===== src/rtl/modbus_req_rx.sv =====
// Modbus RTU slave receive path: delimits frames by T3.5 line silence,
// checks length, slave address and CRC-16, then presents the decoded
// request (function code, start address, quantity) downstream.
module modbus_req_rx #(
  parameter logic [7:0]  SADDR        = 8'h01,
  parameter int unsigned CLK_FREQ     = 50000000,
  parameter int unsigned BAUD_RATE    = 115200,
  parameter int unsigned T35_OVERRIDE = 0
) (
  input  logic        clk_in,
  input  logic        rst_n_in,
  input  logic [7:0]  rx_data,
  input  logic        rx_done,
  output logic [7:0]  func_code,
  output logic [15:0] start_addr,
  output logic [15:0] quantity,
  output logic        is_bcast,
  output logic        frame_valid,
  output logic        frame_err,
  output logic [1:0]  err_code
);

  // Above 19200 baud the inter-frame gap is fixed at 1.75 ms; below it is
  // 3.5 characters of 11 bits. 64-bit math keeps CLK_FREQ*385 from overflowing.
  localparam longint unsigned T35_CALC =
    (T35_OVERRIDE != 0) ? 64'(T35_OVERRIDE) :
    (BAUD_RATE > 19200) ? (64'(CLK_FREQ) / 64'd1000000) * 64'd1750 :
                          (64'(CLK_FREQ) * 64'd385) / (64'd10 * 64'(BAUD_RATE));
  localparam int unsigned T35 = 32'(T35_CALC);
  localparam int          TW  = $clog2(T35 + 1);
  localparam logic [TW-1:0] T35_V = TW'(T35);

  localparam logic [1:0] ERR_LEN = 2'b01;
  localparam logic [1:0] ERR_CRC = 2'b10;

  typedef enum logic [1:0] {WAIT_IDLE, IDLE, RECV, CHECK} state_e;

  // One reflected CRC-16 byte step (poly A001, LSB first).
  function automatic logic [15:0] crc_upd(input logic [15:0] crc, input logic [7:0] b);
    logic [15:0] r;
    r = crc ^ {8'h00, b};
    for (int i = 0; i < 8; i++) begin
      r = r[0] ? ((r >> 1) ^ 16'hA001) : (r >> 1);
    end
    return r;
  endfunction

  state_e        state_q, state_d;
  logic [TW-1:0] timer_q, timer_d;
  logic [3:0]    byte_cnt_q, byte_cnt_d;
  logic [15:0]   crc_q, crc_d;
  logic [7:0]    buf_q [0:7];
  logic          store_en;
  logic          load;
  logic          fv_q, fv_d, fe_q, fe_d, bcast_q;
  logic [1:0]    err_q, err_d;
  logic [7:0]    func_q;
  logic [15:0]   sa_q, qty_q;
  logic          silent;
  logic          addr_ok;

  assign silent  = (timer_q == T35_V);
  assign addr_ok = (buf_q[0] == SADDR) || (buf_q[0] == 8'h00);

  // Silence timer: any byte restarts it, otherwise count up to T35 and hold.
  always_comb begin
    if (rx_done)     timer_d = '0;
    else if (silent) timer_d = timer_q;
    else             timer_d = timer_q + 1'b1;
  end

  // Frame FSM next state, byte counting, CRC and the end-of-frame verdict.
  always_comb begin
    // NOTE: every signal gets a default here so no path leaves one unassigned,
    // which would otherwise infer a latch.
    state_d    = state_q;
    byte_cnt_d = byte_cnt_q;
    crc_d      = crc_q;
    store_en   = 1'b0;
    load       = 1'b0;
    fv_d       = 1'b0;
    fe_d       = 1'b0;
    err_d      = err_q;
    unique case (state_q)
      WAIT_IDLE: begin
        if (silent && !rx_done) state_d = IDLE;
      end
      IDLE: begin
        if (rx_done) begin
          store_en   = 1'b1;
          byte_cnt_d = 4'd1;
          crc_d      = crc_upd(16'hFFFF, rx_data);
          state_d    = RECV;
        end
      end
      RECV: begin
        if (rx_done) begin
          // A byte landing as the timer would expire still belongs to this frame.
          store_en = (byte_cnt_q < 4'd8);
          crc_d    = crc_upd(crc_q, rx_data);
          if (byte_cnt_q != 4'd9) byte_cnt_d = byte_cnt_q + 4'd1;
        end else if (silent) begin
          // Verdict is registered on entry to CHECK so the pulse and the
          // decoded fields become visible in the same cycle.
          state_d = CHECK;
          if (addr_ok) begin
            if (byte_cnt_q != 4'd8) begin
              fe_d  = 1'b1;
              err_d = ERR_LEN;
            end else if (crc_q != 16'h0000) begin
              fe_d  = 1'b1;
              err_d = ERR_CRC;
            end else begin
              fv_d = 1'b1;
              load = 1'b1;
            end
          end
        end
      end
      CHECK: begin
        byte_cnt_d = 4'd0;
        crc_d      = 16'hFFFF;
        // A byte here is dropped and the next frame must see a full silence.
        state_d    = rx_done ? WAIT_IDLE : IDLE;
      end
      default: state_d = WAIT_IDLE;
    endcase
  end

  // State, timer, counters and output registers.
  always_ff @(posedge clk_in) begin
    // NOTE: sequential state uses non-blocking assignments so every register
    // samples pre-edge values regardless of statement order.
    if (!rst_n_in) begin
      state_q    <= WAIT_IDLE;
      timer_q    <= '0;
      byte_cnt_q <= 4'd0;
      crc_q      <= 16'hFFFF;
      fv_q       <= 1'b0;
      fe_q       <= 1'b0;
      err_q      <= 2'b00;
      func_q     <= 8'h00;
      sa_q       <= 16'h0000;
      qty_q      <= 16'h0000;
      bcast_q    <= 1'b0;
    end else begin
      state_q    <= state_d;
      timer_q    <= timer_d;
      byte_cnt_q <= byte_cnt_d;
      crc_q      <= crc_d;
      fv_q       <= fv_d;
      fe_q       <= fe_d;
      err_q      <= err_d;
      if (load) begin
        func_q  <= buf_q[1];
        sa_q    <= {buf_q[2], buf_q[3]};
        qty_q   <= {buf_q[4], buf_q[5]};
        bcast_q <= (buf_q[0] == 8'h00);
      end
    end
  end

  // Frame byte buffer.
  always_ff @(posedge clk_in) begin
    // NOTE: the buffer has no reset; it is only read after all eight bytes of
    // the current frame have been written, so stale contents never escape.
    if (store_en) buf_q[byte_cnt_q[2:0]] <= rx_data;
  end

  assign func_code   = func_q;
  assign start_addr  = sa_q;
  assign quantity    = qty_q;
  assign is_bcast    = bcast_q;
  assign frame_valid = fv_q;
  assign frame_err   = fe_q;
  assign err_code    = err_q;

endmodule

===== config.mk =====
export PLATFORM = sky130hd
export DESIGN_NAME = modbus_req_rx
export DESIGN_NICKNAME = d
export VERILOG_FILES = /design/src/rtl/modbus_req_rx.sv
export SDC_FILE = /design/constraint.sdc
export NUM_CORES = 1
export LEC_CHECK = 0
export ABC_AREA = 1
export BUFFER_PORTS_ARGS = -buffer_cell sky130_fd_sc_hd__buf_2
export CAP_MARGIN = 10
export CORE_MARGIN = 8
export CORE_UTILIZATION = 58
export CTS_BUF_LIST = sky130_fd_sc_hd__clkbuf_16
export DETAILED_ROUTE_END_ITERATION = 8
export GPL_TIMING_DRIVEN = 0
export PLACE_DENSITY = 0.79
export SLEW_MARGIN = 25
export SYNTH_ARGS = -nofsm -noshare
export SYNTH_HDL_FRONTEND = slang
export SYNTH_SLANG_ARGS = --single-unit

===== constraint.sdc =====
create_clock -name clk_in -period 2.5 [get_ports clk_in]
set_clock_uncertainty 0.15 [all_clocks]
set_input_delay 0.375 -clock clk_in [delete_from_list [all_inputs] [get_ports clk_in]]
set_output_delay 0.375 -clock clk_in [all_outputs]
set_load 0.1 [all_outputs]

==> impl_metrics.env, run 1 <==
export IMPL_p_comb_share_pct=12.9
export IMPL_dieArea_um2=13000
export IMPL_start_util_pct=59.9
export IMPL_avgRoutedWirePerCell_um=15.2
export IMPL_worstRegToRegCells=8
export IMPL_cts_root_buffer="clkbuf_16"
export IMPL_design_area_um2=6700
export IMPL_whs_ns=0.188
export IMPL_yosys_area_top_type_share_pct=30.2
export IMPL_layout_drive_gt1_share_pct=18.1
export IMPL_cts_sinks=132
export IMPL_antenna_cells=0
export IMPL_synth_nets=657
export IMPL_p_sw_share_pct=28.3
export IMPL_overflow=0
export IMPL_gp_congestion=0.975
export IMPL_worstMarginPinSlew_ns=0.548
export IMPL_worst_setup_path_end_kind="register"
export IMPL_period_share_pct=97.3
export IMPL_maxCapViolCount=0
export IMPL_dp_hpwl_um=8670
export IMPL_vdd_drop_max_uv=619
export IMPL_worstPathRequired_ns=2.47
export IMPL_dieWidth_um=114
export IMPL_port_buffers=53
export IMPL_dp_cells=818
export IMPL_max_freq_mhz=411
export IMPL_status="finished, final reports clean"
export IMPL_hold_viol=0
export IMPL_ys_seq_area_share_pct=56.2
export IMPL_cts_max_level=4
export IMPL_die_y_um=114
export IMPL_critPathKind="reg2reg"
export IMPL_drt_iter0_markers=413
export IMPL_grt_usage_pct=19.9
export IMPL_clkTransAtPathRegs_ns=0.07
export IMPL_grt_max_degree=17
export IMPL_ys_ff_latch=132
export IMPL_p_per_area_nw_per_um2=853
export IMPL_ys_types=40
export IMPL_regArea_um2=3120
export IMPL_hold_buffers=0
export IMPL_dr_total_vias=4586
export IMPL_grt_pass1_wl_um=20400
export IMPL_setup_tns_ns=0
export IMPL_syn_area_um2=5560
export IMPL_ios=56
export IMPL_ys_warn_count=0
export IMPL_cts_tree="built"
export IMPL_drt_first_pass_iters=5
export IMPL_synth_area_top_cells="dfxtp_1 30%, edfxtp_1 26%, nor2_1 8.3%, nand2_1 7.1%, o21ai_0 3.8%"
export IMPL_internal_power_mw=4.10
export IMPL_numCtsBuffers=17
export IMPL_cp_max_fo=10
export IMPL_fin_nets=731
export IMPL_r2r_end="buf_q[5][7]"
export IMPL_num_rows=35
export IMPL_clk_latency_ns=0.41
export IMPL_cts_max_path_buffers=2
export IMPL_crit_arrival_ns=2.40
export IMPL_synth_cells=636
export IMPL_fin_cells=852
export IMPL_power_frac_seq_pct=42.0
export IMPL_critPathLaunchType="register"
export IMPL_detail_route_antenna_nets=0
export IMPL_post_synth_top_area_cell="dfxtp_1"
export IMPL_power_frac_clock_pct=45.2
export IMPL_r2r_start="state_q[0]"
export IMPL_fp_coreArea_um2=9280
export IMPL_finalCriticalPeriod_ns=2.43
export IMPL_vias_per_cell=5.38
export IMPL_hold_class="in2reg"
export IMPL_slew_viol_final=0
export IMPL_p_sw_mw=1.62
export IMPL_finalWirelength_um=12900
export IMPL_r2r_slack_ns=0.07
export IMPL_grt_pass1_vias=4387
export IMPL_startpoint="state_q[0]"
export IMPL_placed_area_um2=5990
export IMPL_cellLeakagePower_nw=2.66
export IMPL_syn_avg_cell_area_um2=8.74
export IMPL_antenna_found_initial=0
export IMPL_area_delta_synth_final_pct=20.5
export IMPL_drc=0
export IMPL_finalSetupViolations=0
export IMPL_multi_input_comb_area_um2=2160
export IMPL_fillers=693
export IMPL_max_slew_margin_rel_pct=63.4
export IMPL_endpoint="buf_q[5][7]"
[cells in the mapped netlist]
master,number
buf_6,4
nand2_2,3
o22ai_1,7
o21ai_1,27
o311ai_0,1
a31oi_1,2
dfxtp_1,84
nand2_1,105
or2_0,1
a31o_2,1
nand3_1,17
o31ai_1,1
xnor2_1,6
nor2_1,123
edfxtp_1,48
nor2_4,2
nand4_1,4
xor2_1,5
a21oi_1,38
clkbuf_1,9
or2_2,1
nor4_2,2
o211ai_1,3
nor3_2,3
inv_1,46
o2111ai_1,2
ha_1,10
and3_1,1
or3_1,1
clkbuf_2,4
a21oi_2,1
nor3_1,13
o21ai_0,42
or2_4,1
a211oi_1,3
nand3_2,2
o211a_1,1
xor2_2,1
buf_2,5
inv_2,6
[flip-flops by register name, summed over array words and instances, names as in the netlist]
signal / count
buf_q: 48
byte_cnt_q: 4
crc_q: 16
err_code: 2
frame_err: 1
frame_valid: 1
func_code: 8
is_bcast: 1
quantity: 16
start_addr: 16
state_q: 2
timer_q: 17
[routing by layer]
metal / vias to the layer above / wire, um / track usage, %
li1: 2289 / - / -
met1: 2102 / 5380 / 23.0
met5: - / 0 / 0
met4: 0 / 227 / 9.32
met3: 25 / 866 / 4.60
met2: 170 / 6430 / 34.2
[critical path: stages, from the launching register on]
cell and delay (ns):
dfxtp_1 0.35, inv_1 0.12, ha_2 0.27, clkbuf_2 0.26, nand2_1 0.08, a21oi_1 0.24
nand2_1 0.29, nor2_4 0.23, buf_12 0.15
[metrics by stage]
stage	setup slack, ns	util (%)	power (mW)
after global routing	-0.0294	72.2	5.92
after global placement	-0.224	64.5	3.10
final	0.0677	72.2	5.72
after detailed placement	-0.286	64.5	3.13
after floorplan	0.334	-	2.94
after CTS	0.0140	71.5	5.70
[cell usage in the layout (no fill, tap or decap), drive strengths merged, types with 2 or more instances in the layout]
cell       n
nor2     125
nand2    108
dfxtp     84
o21ai     69
buf       64
inv       62
edfxtp    48
a21oi     39
clkbuf    32
nand3     19
nor3      16
ha        10
o22ai      7
xnor2      6
xor2       6
nand4      4
a211oi     3
o211ai     3
or2        3
nor4       2
o2111ai    2
a31oi      2
[cell families (layout without fill, tap and decap cells)]
group                    after synthesis  in the layout  synth area share, %
AO/OA/AOI/OAI                        129            129                 12.6
adder cells (fa/ha/maj)               10             10                 2.25
XOR/XNOR                              12             12                 2.03
AND/OR/NAND/NOR                      279            279                 21.2
buffers and inverters                 74            161                 5.74
flip-flops                           132            132                 56.2
[layout make-up]
| class | instances | area share, % |
|---|---|---|
| Inverter | 52 | 2.91 |
| Timing Repair Buffer | 55 | 4.56 |
| Buffer | 22 | 1.87 |
| Clock inverter | 13 | 2.26 |
| Sequential cell | 132 | 46.6 |
| Tap cell | 129 | 2.41 |
| Multi-Input combinational cell | 430 | 32.3 |
| Clock buffer | 19 | 7.09 |
[worst min path at each step]
stage                     cells after the start  slack [ns]       endpoint           from
after floorplan                               1        0.30     timer_q[0]     timer_q[0]
after global placement                        2        0.31    err_code[1]    err_code[1]
after detailed placement                      2        0.32  start_addr[9]  start_addr[9]
after CTS                                     1        0.17    buf_q[5][0]     rx_data[0]
after global routing                          1        0.18    buf_q[5][0]     rx_data[0]
final                                         1        0.19    buf_q[5][0]     rx_data[0]
[what timing repair did]
action | 4_1_cts | 5_1_grt
endpoints found under the setup margin | 48 | 49
pin swaps | 0 | 3
buffers inserted | 0 | 2
resized for setup | 9 | 6
[power by group through the flow]
stage	combinational, mW	clock (mW)	sequential, mW
after global placement	0.664	0	2.44
after detailed placement	0.691	0	2.44
after global routing	0.826	2.69	2.41
final	0.735	2.58	2.40
after floorplan	0.522	0	2.42
after CTS	0.706	2.60	2.40
Power figures use the tool's default switching activity.
==> run 2, diff against run 1 <==
- PLACE_DENSITY: 0.79 -> 0.9
==> run 2 against run 1 <==
Critical path depth shrank 1. Non-clock buffer count shrank 1. Via count is 4.5% higher. Critical path type unchanged.
==> impl_metrics.env, run 2 (synthesis results as in run 1) <==
export IMPL_cts_root_buffer="clkbuf_16"
export IMPL_finalSetupViolations=0
export IMPL_drt_iter0_markers=507
export IMPL_crit_arrival_ns=2.23
export IMPL_worst_hold_path_endpoint="buf_q[2][0]"
export IMPL_detail_route_antenna_nets=0
export IMPL_final_common_cell="nor2_1"
export IMPL_slew_viol_final=0
export IMPL_overflow=0
export IMPL_vias_per_cell=5.63
export IMPL_cts_sinks=132
export IMPL_place_ws_ns=-0.402
export IMPL_grt_pass1_vias=4646
export IMPL_hp_start="rx_data[0]"
export IMPL_grt_usage_pct=22.5
export IMPL_cp_cell_sequence="inv_1 -> ha_2 -> clkbuf_2 -> nand2_1 -> a21oi_2 -> nand2_2 -> nor2_4"
export IMPL_cellLeakagePower_nw=2.65
export IMPL_dieArea_um2=13000
export IMPL_dr_total_vias=4791
export IMPL_r2r_slack_ns=0.22
export IMPL_crit_slowest_cell="dfxtp_1"
export IMPL_whs_ns=0.162
export IMPL_drt_first_pass_iters=5
export IMPL_dp_hpwl_um=9260
export IMPL_die_y_um=114
export IMPL_num_rows=35
export IMPL_cp_max_fo=10
export IMPL_r2r_start="state_q[0]"
export IMPL_fin_nets=730
export IMPL_p_per_area_nw_per_um2=866
export IMPL_start_util_pct=59.9
export IMPL_most_common_layout_cells="117 x nor2_1, 103 x nand2_1, 84 x dfxtp_1, 58 x buf_2, 48 x edfxtp_1"
export IMPL_gp_congestion=0.936
export IMPL_worstHoldPathCells=1
export IMPL_grt_max_degree=17
export IMPL_critPathLaunchType="register"
export IMPL_grt_pass1_wl_um=22700
export IMPL_hold_class="in2reg"
export IMPL_max_stage_delay_ns=0.35
export IMPL_maxCapViolCount=0
export IMPL_layout_drive_gt1_share_pct=18.3
export IMPL_drc=0
export IMPL_cts_tree="built"
export IMPL_antenna_found_initial=0
export IMPL_vdd_drop_max_uv=427
export IMPL_clk_latency_ns=0.43
export IMPL_power_total_mw=5.79
export IMPL_area_delta_synth_final_pct=20.2
export IMPL_hold_buffers=0
export IMPL_status="finished, final reports clean"
export IMPL_timing_final_ws_setup_ns=0.217
export IMPL_antenna_cells=0
export IMPL_cts_max_path_buffers=2
export IMPL_worstPathRequired_ns=2.44
export IMPL_rsz0062_at_grt="false"
export IMPL_avgRoutedWirePerCell_um=17.2
export IMPL_final_util_pct=72.0
export IMPL_finalCriticalPeriod_ns=2.28
export IMPL_clkTransAtPathRegs_ns=0.07
export IMPL_largest_register_ffs=48
export IMPL_period_share_pct=91.3
export IMPL_fp_coreArea_um2=9280
export IMPL_ios=56
export IMPL_max_freq_mhz=438
export IMPL_port_buffers=53
export IMPL_critPathKind="reg2reg"
export IMPL_worstRegToRegCells=7
export IMPL_fillers=611
export IMPL_dieWidth_um=114
export IMPL_finalWirelength_um=14700
export IMPL_cts_max_level=4
export IMPL_worst_setup_path_end_kind="register"
export IMPL_max_slew_margin_rel_pct=58.1
export IMPL_numCtsBuffers=17
export IMPL_hold_viol=0
export IMPL_r2r_end="buf_q[3][2]"
export IMPL_worstMarginPinSlew_ns=0.629
==> run 2: cell count changes in the layout (fill, tap and decap cells not counted), moves of 2 or more <==
cell | previous run | this run
nand2_1 | 105 | 103
clkbuf_16 | 19 | 17
clkinv_4 | 0 | 2
nand2_2 | 3 | 5
bufinv_16 | 1 | 3
inv_8 | 4 | 2
==> run 2: report_power, final <==
part | switching [mW] | internal (mW)
sequential | 0.0836 | 2.32
clock | 1.03 | 1.60
combinational | 0.510 | 0.238
==> run 2: area by class of cell <==
| class | count | area (um2) | share of cell area, % |
|---|---|---|---|
| plain buffers | 22 | 125 | 1.87 |
| clock buffers | 17 | 425 | 6.37 |
| clock inverters | 15 | 193 | 2.88 |
| inverters | 52 | 195 | 2.92 |
| multi-input cells | 430 | 2170 | 32.5 |
| flip-flops and latches | 132 | 3120 | 46.7 |
| well taps | 129 | 161 | 2.42 |
| repair buffers | 54 | 285 | 4.27 |
==> run 2: critical path: cells and delay by family (launching register included) <==
kind / cells / cell delay [ns]
flip-flops: 1 / 0.35
buffers and inverters: 2 / 0.38
AND/OR/NAND/NOR: 3 / 0.58
adder cells (fa/ha/maj): 1 / 0.28
AO/OA/AOI/OAI: 1 / 0.21
==> run 2: layer usage <==
metal  track usage [%]  vias to the layer above  wire [um]
met5                 0                        -          0
met4              11.1                        0        482
met3              7.40                       45       1220
met2              39.0                      228       7440
met1              24.2                     2247       5540
li1                  -                     2271          -
==> run 2: worst max-delay path by stage <==
| stage | end | cells past startpoint | from |
|---|---|---|---|
| floorplan | buf_q[2][0] | 7 | state_q[0] |
| global placement | buf_q[2][3] | 7 | state_q[0] |
| detailed placement | buf_q[2][6] | 7 | state_q[0] |
| CTS | buf_q[5][3] | 7 | state_q[0] |
| global route | quantity[13] | 10 | timer_q[0] |
| finish | buf_q[3][2] | 7 | state_q[0] |
==> run 2: through the flow <==
step           std cells  instance area (um2)  TNS, ns
2_1_floorplan        636                 5560        0
3_3_place_gp         818                 5990    -6.72
3_5_place_dp         818                 5990   -12.92
4_1_cts              850                 6640        0
5_1_grt              851                 6680        0
6_report             851                 6680        0
==> run 2: what timing repair did <==
action,4_1_cts,5_1_grt
hold endpoints to repair,0,0
endpoints found under the setup margin,48,49
buffers inserted,0,1
gates resized for setup,11,6
pin swaps,0,3
==> run 3, diff against run 2 <==
- CORE_MARGIN: 8 -> default
==> run 3 against run 2 <==
Clock power decreased by 4%. Wire length is 5.3% lower. First-iteration DRC count shrank 3.0%. Die area fell by 23%. Non-clock buffer count unchanged. Utilization decreased by 0.16 points.
==> impl_metrics.env, run 3 (synthesis results as in run 1) <==
export IMPL_fillers=616
export IMPL_power_frac_clock_pct=44.5
export IMPL_start_util_pct=59.9
export IMPL_max_stage_delay_ns=0.39
export IMPL_num_rows=35
export IMPL_worstRegToRegCells=10
export IMPL_grt_pass1_vias=4557
export IMPL_r2r_start="timer_q[1]"
export IMPL_grt_usage_pct=28.4
export IMPL_cts_root_buffer="clkbuf_16"
export IMPL_p_sw_share_pct=29.0
export IMPL_internal_power_mw=4.03
export IMPL_max_slew_margin_rel_pct=60.0
export IMPL_critPathBufInv=2
export IMPL_placed_area_um2=5990
export IMPL_worst_setup_path_end_kind="register"
export IMPL_drt_iter0_markers=492
export IMPL_overflow=0
export IMPL_drc=0
export IMPL_design_area_um2=6670
export IMPL_power_frac_seq_pct=42.3
export IMPL_gp_congestion=0.952
export IMPL_worst_hold_path_endpoint="buf_q[5][0]"
export IMPL_fin_cells=851
export IMPL_cp_max_fo=4
export IMPL_dr_total_vias=4909
export IMPL_hold_class="in2reg"
export IMPL_clkTransAtPathRegs_ns=0.07
export IMPL_avgRoutedWirePerCell_um=16.3
export IMPL_worstHoldPathCells=1
export IMPL_fp_coreArea_um2=9280
export IMPL_critPathKind="reg2reg"
export IMPL_cts_sinks=132
export IMPL_maxCapViolCount=0
export IMPL_cts_tree="built"
export IMPL_fin_nets=730
export IMPL_rsz0062_at_grt="false"
export IMPL_vdd_drop_max_uv=433
export IMPL_slew_viol_final=0
export IMPL_area_delta_synth_final_pct=19.9
export IMPL_most_common_layout_cells="117 x nor2_1, 103 x nand2_1, 84 x dfxtp_1, 58 x buf_2, 48 x edfxtp_1"
export IMPL_cp_top_family="simple AND/OR/NAND/NOR gates"
export IMPL_status="finished, final reports clean"
export IMPL_period_share_pct=91.8
export IMPL_layout_drive_gt1_share_pct=18.4
export IMPL_dieWidth_um=99.9
export IMPL_dp_hpwl_um=8890
export IMPL_crit_slowest_cell="dfxtp_1"
export IMPL_crit_top_cell="nand2_1"
export IMPL_finalSetupViolations=0
export IMPL_finalCriticalPeriod_ns=2.29
export IMPL_hp_start="rx_data[0]"
export IMPL_r2r_slack_ns=0.21
export IMPL_critPathLaunchType="register"
export IMPL_die_y_um=99.9
export IMPL_numCtsBuffers=17
export IMPL_clk_latency_ns=0.42
export IMPL_hold_viol=0
export IMPL_cellLeakagePower_nw=2.64
export IMPL_antenna_cells=0
export IMPL_worstMarginPinSlew_ns=0.600
export IMPL_cts_max_level=4
export IMPL_cts_max_path_buffers=2
export IMPL_worstSetupPathDepth=10
export IMPL_p_sw_mw=1.65
export IMPL_vias_per_cell=5.77
export IMPL_max_freq_mhz=436
export IMPL_grt_pass1_wl_um=21600
export IMPL_cp_cell_sequence="ha_1 -> inv_1 -> nor3_2 -> nand2_1 -> inv_1 -> nand2_1 -> nor2_1 -> nand2_1 -> or2_0 -> a21oi_1"
export IMPL_antenna_found_initial=0
export IMPL_dp_cells=818
export IMPL_drt_first_pass_iters=6
export IMPL_ios=56
export IMPL_whs_ns=0.148
export IMPL_largest_register_ffs=48
export IMPL_r2r_end="timer_q[16]"
export IMPL_p_comb_share_pct=13.2
export IMPL_grt_max_degree=17
export IMPL_p_per_area_nw_per_um2=852
export IMPL_port_buffers=53
export IMPL_worstPathRequired_ns=2.69
export IMPL_final_common_cell="nor2_1"
export IMPL_setup_tns_ns=0
export IMPL_hold_buffers=0
export IMPL_detail_route_antenna_nets=0
export IMPL_crit_arrival_ns=2.49
export IMPL_final_util_pct=71.8
export IMPL_dieArea_um2=9980
export IMPL_finalWirelength_um=13900
run 3: cell types whose count changed in the layout (fill, tap and decap cells not counted):
| cell | before | now |
|---|---|---|
| inv_8 | 2 | 5 |
| clkinv_4 | 2 | 1 |
| clkinv_1 | 1 | 0 |
| clkinvlp_4 | 0 | 1 |
| inv_6 | 6 | 5 |
| bufinv_16 | 3 | 1 |
| clkbuf_16 | 17 | 18 |
run 3: metal layers:
| layer | global-route usage [%] | vias to the layer above | routed length [um] |
|---|---|---|---|
| li1 | - | 2272 | - |
| met1 | 32.8 | 2281 | 5340 |
| met2 | 48.6 | 295 | 6940 |
| met3 | 6.89 | 61 | 1130 |
| met4 | 15.8 | 0 | 494 |
| met5 | 0 | - | 0 |
run 3: metrics by stage:
| step | power, mW | setup slack (ns) |
|---|---|---|
| 6_report | 5.68 | 0.205 |
| 5_1_grt | 5.86 | 0.0599 |
| 4_1_cts | 5.64 | 0.0195 |
| 3_5_place_dp | 3.14 | -0.257 |
| 3_3_place_gp | 3.10 | -0.186 |
| 2_1_floorplan | 2.94 | 0.334 |
run 3: cell type report:
type	instances	area [um2]	share of cell area [%]
clock inverters	14	153	2.29
inverters	52	195	2.93
multi-input cells	430	2170	32.6
plain buffers	22	125	1.88
flip-flops and latches	132	3120	46.8
repair buffers	54	285	4.28
well taps	129	161	2.42
clock buffers	18	450	6.76
run 3: worst max path at each step:
stage / from / slack (ns) / to
6_report: timer_q[1] / 0.21 / timer_q[16]
5_1_grt: state_q[0] / 0.06 / start_addr[2]
4_1_cts: state_q[0] / 0.02 / buf_q[4][3]
3_5_place_dp: state_q[0] / -0.26 / buf_q[3][0]
3_3_place_gp: state_q[0] / -0.19 / buf_q[2][3]
2_1_floorplan: state_q[0] / 0.33 / buf_q[2][0]
run 3: power groups by stage:
| stage | Clock [mW] | Sequential [mW] | Combinational, mW |
|---|---|---|---|
| after floorplan | 0 | 2.42 | 0.522 |
| after detailed placement | 0 | 2.45 | 0.693 |
| final | 2.53 | 2.40 | 0.747 |
| after global placement | 0 | 2.44 | 0.662 |
| after global routing | 2.62 | 2.41 | 0.834 |
| after CTS | 2.52 | 2.40 | 0.716 |
run 3: what timing repair did:
item	4_1_cts	5_1_grt
setup buffers	0	1
gates resized for setup	11	6
pin swaps	0	3
setup endpoints to repair	48	57
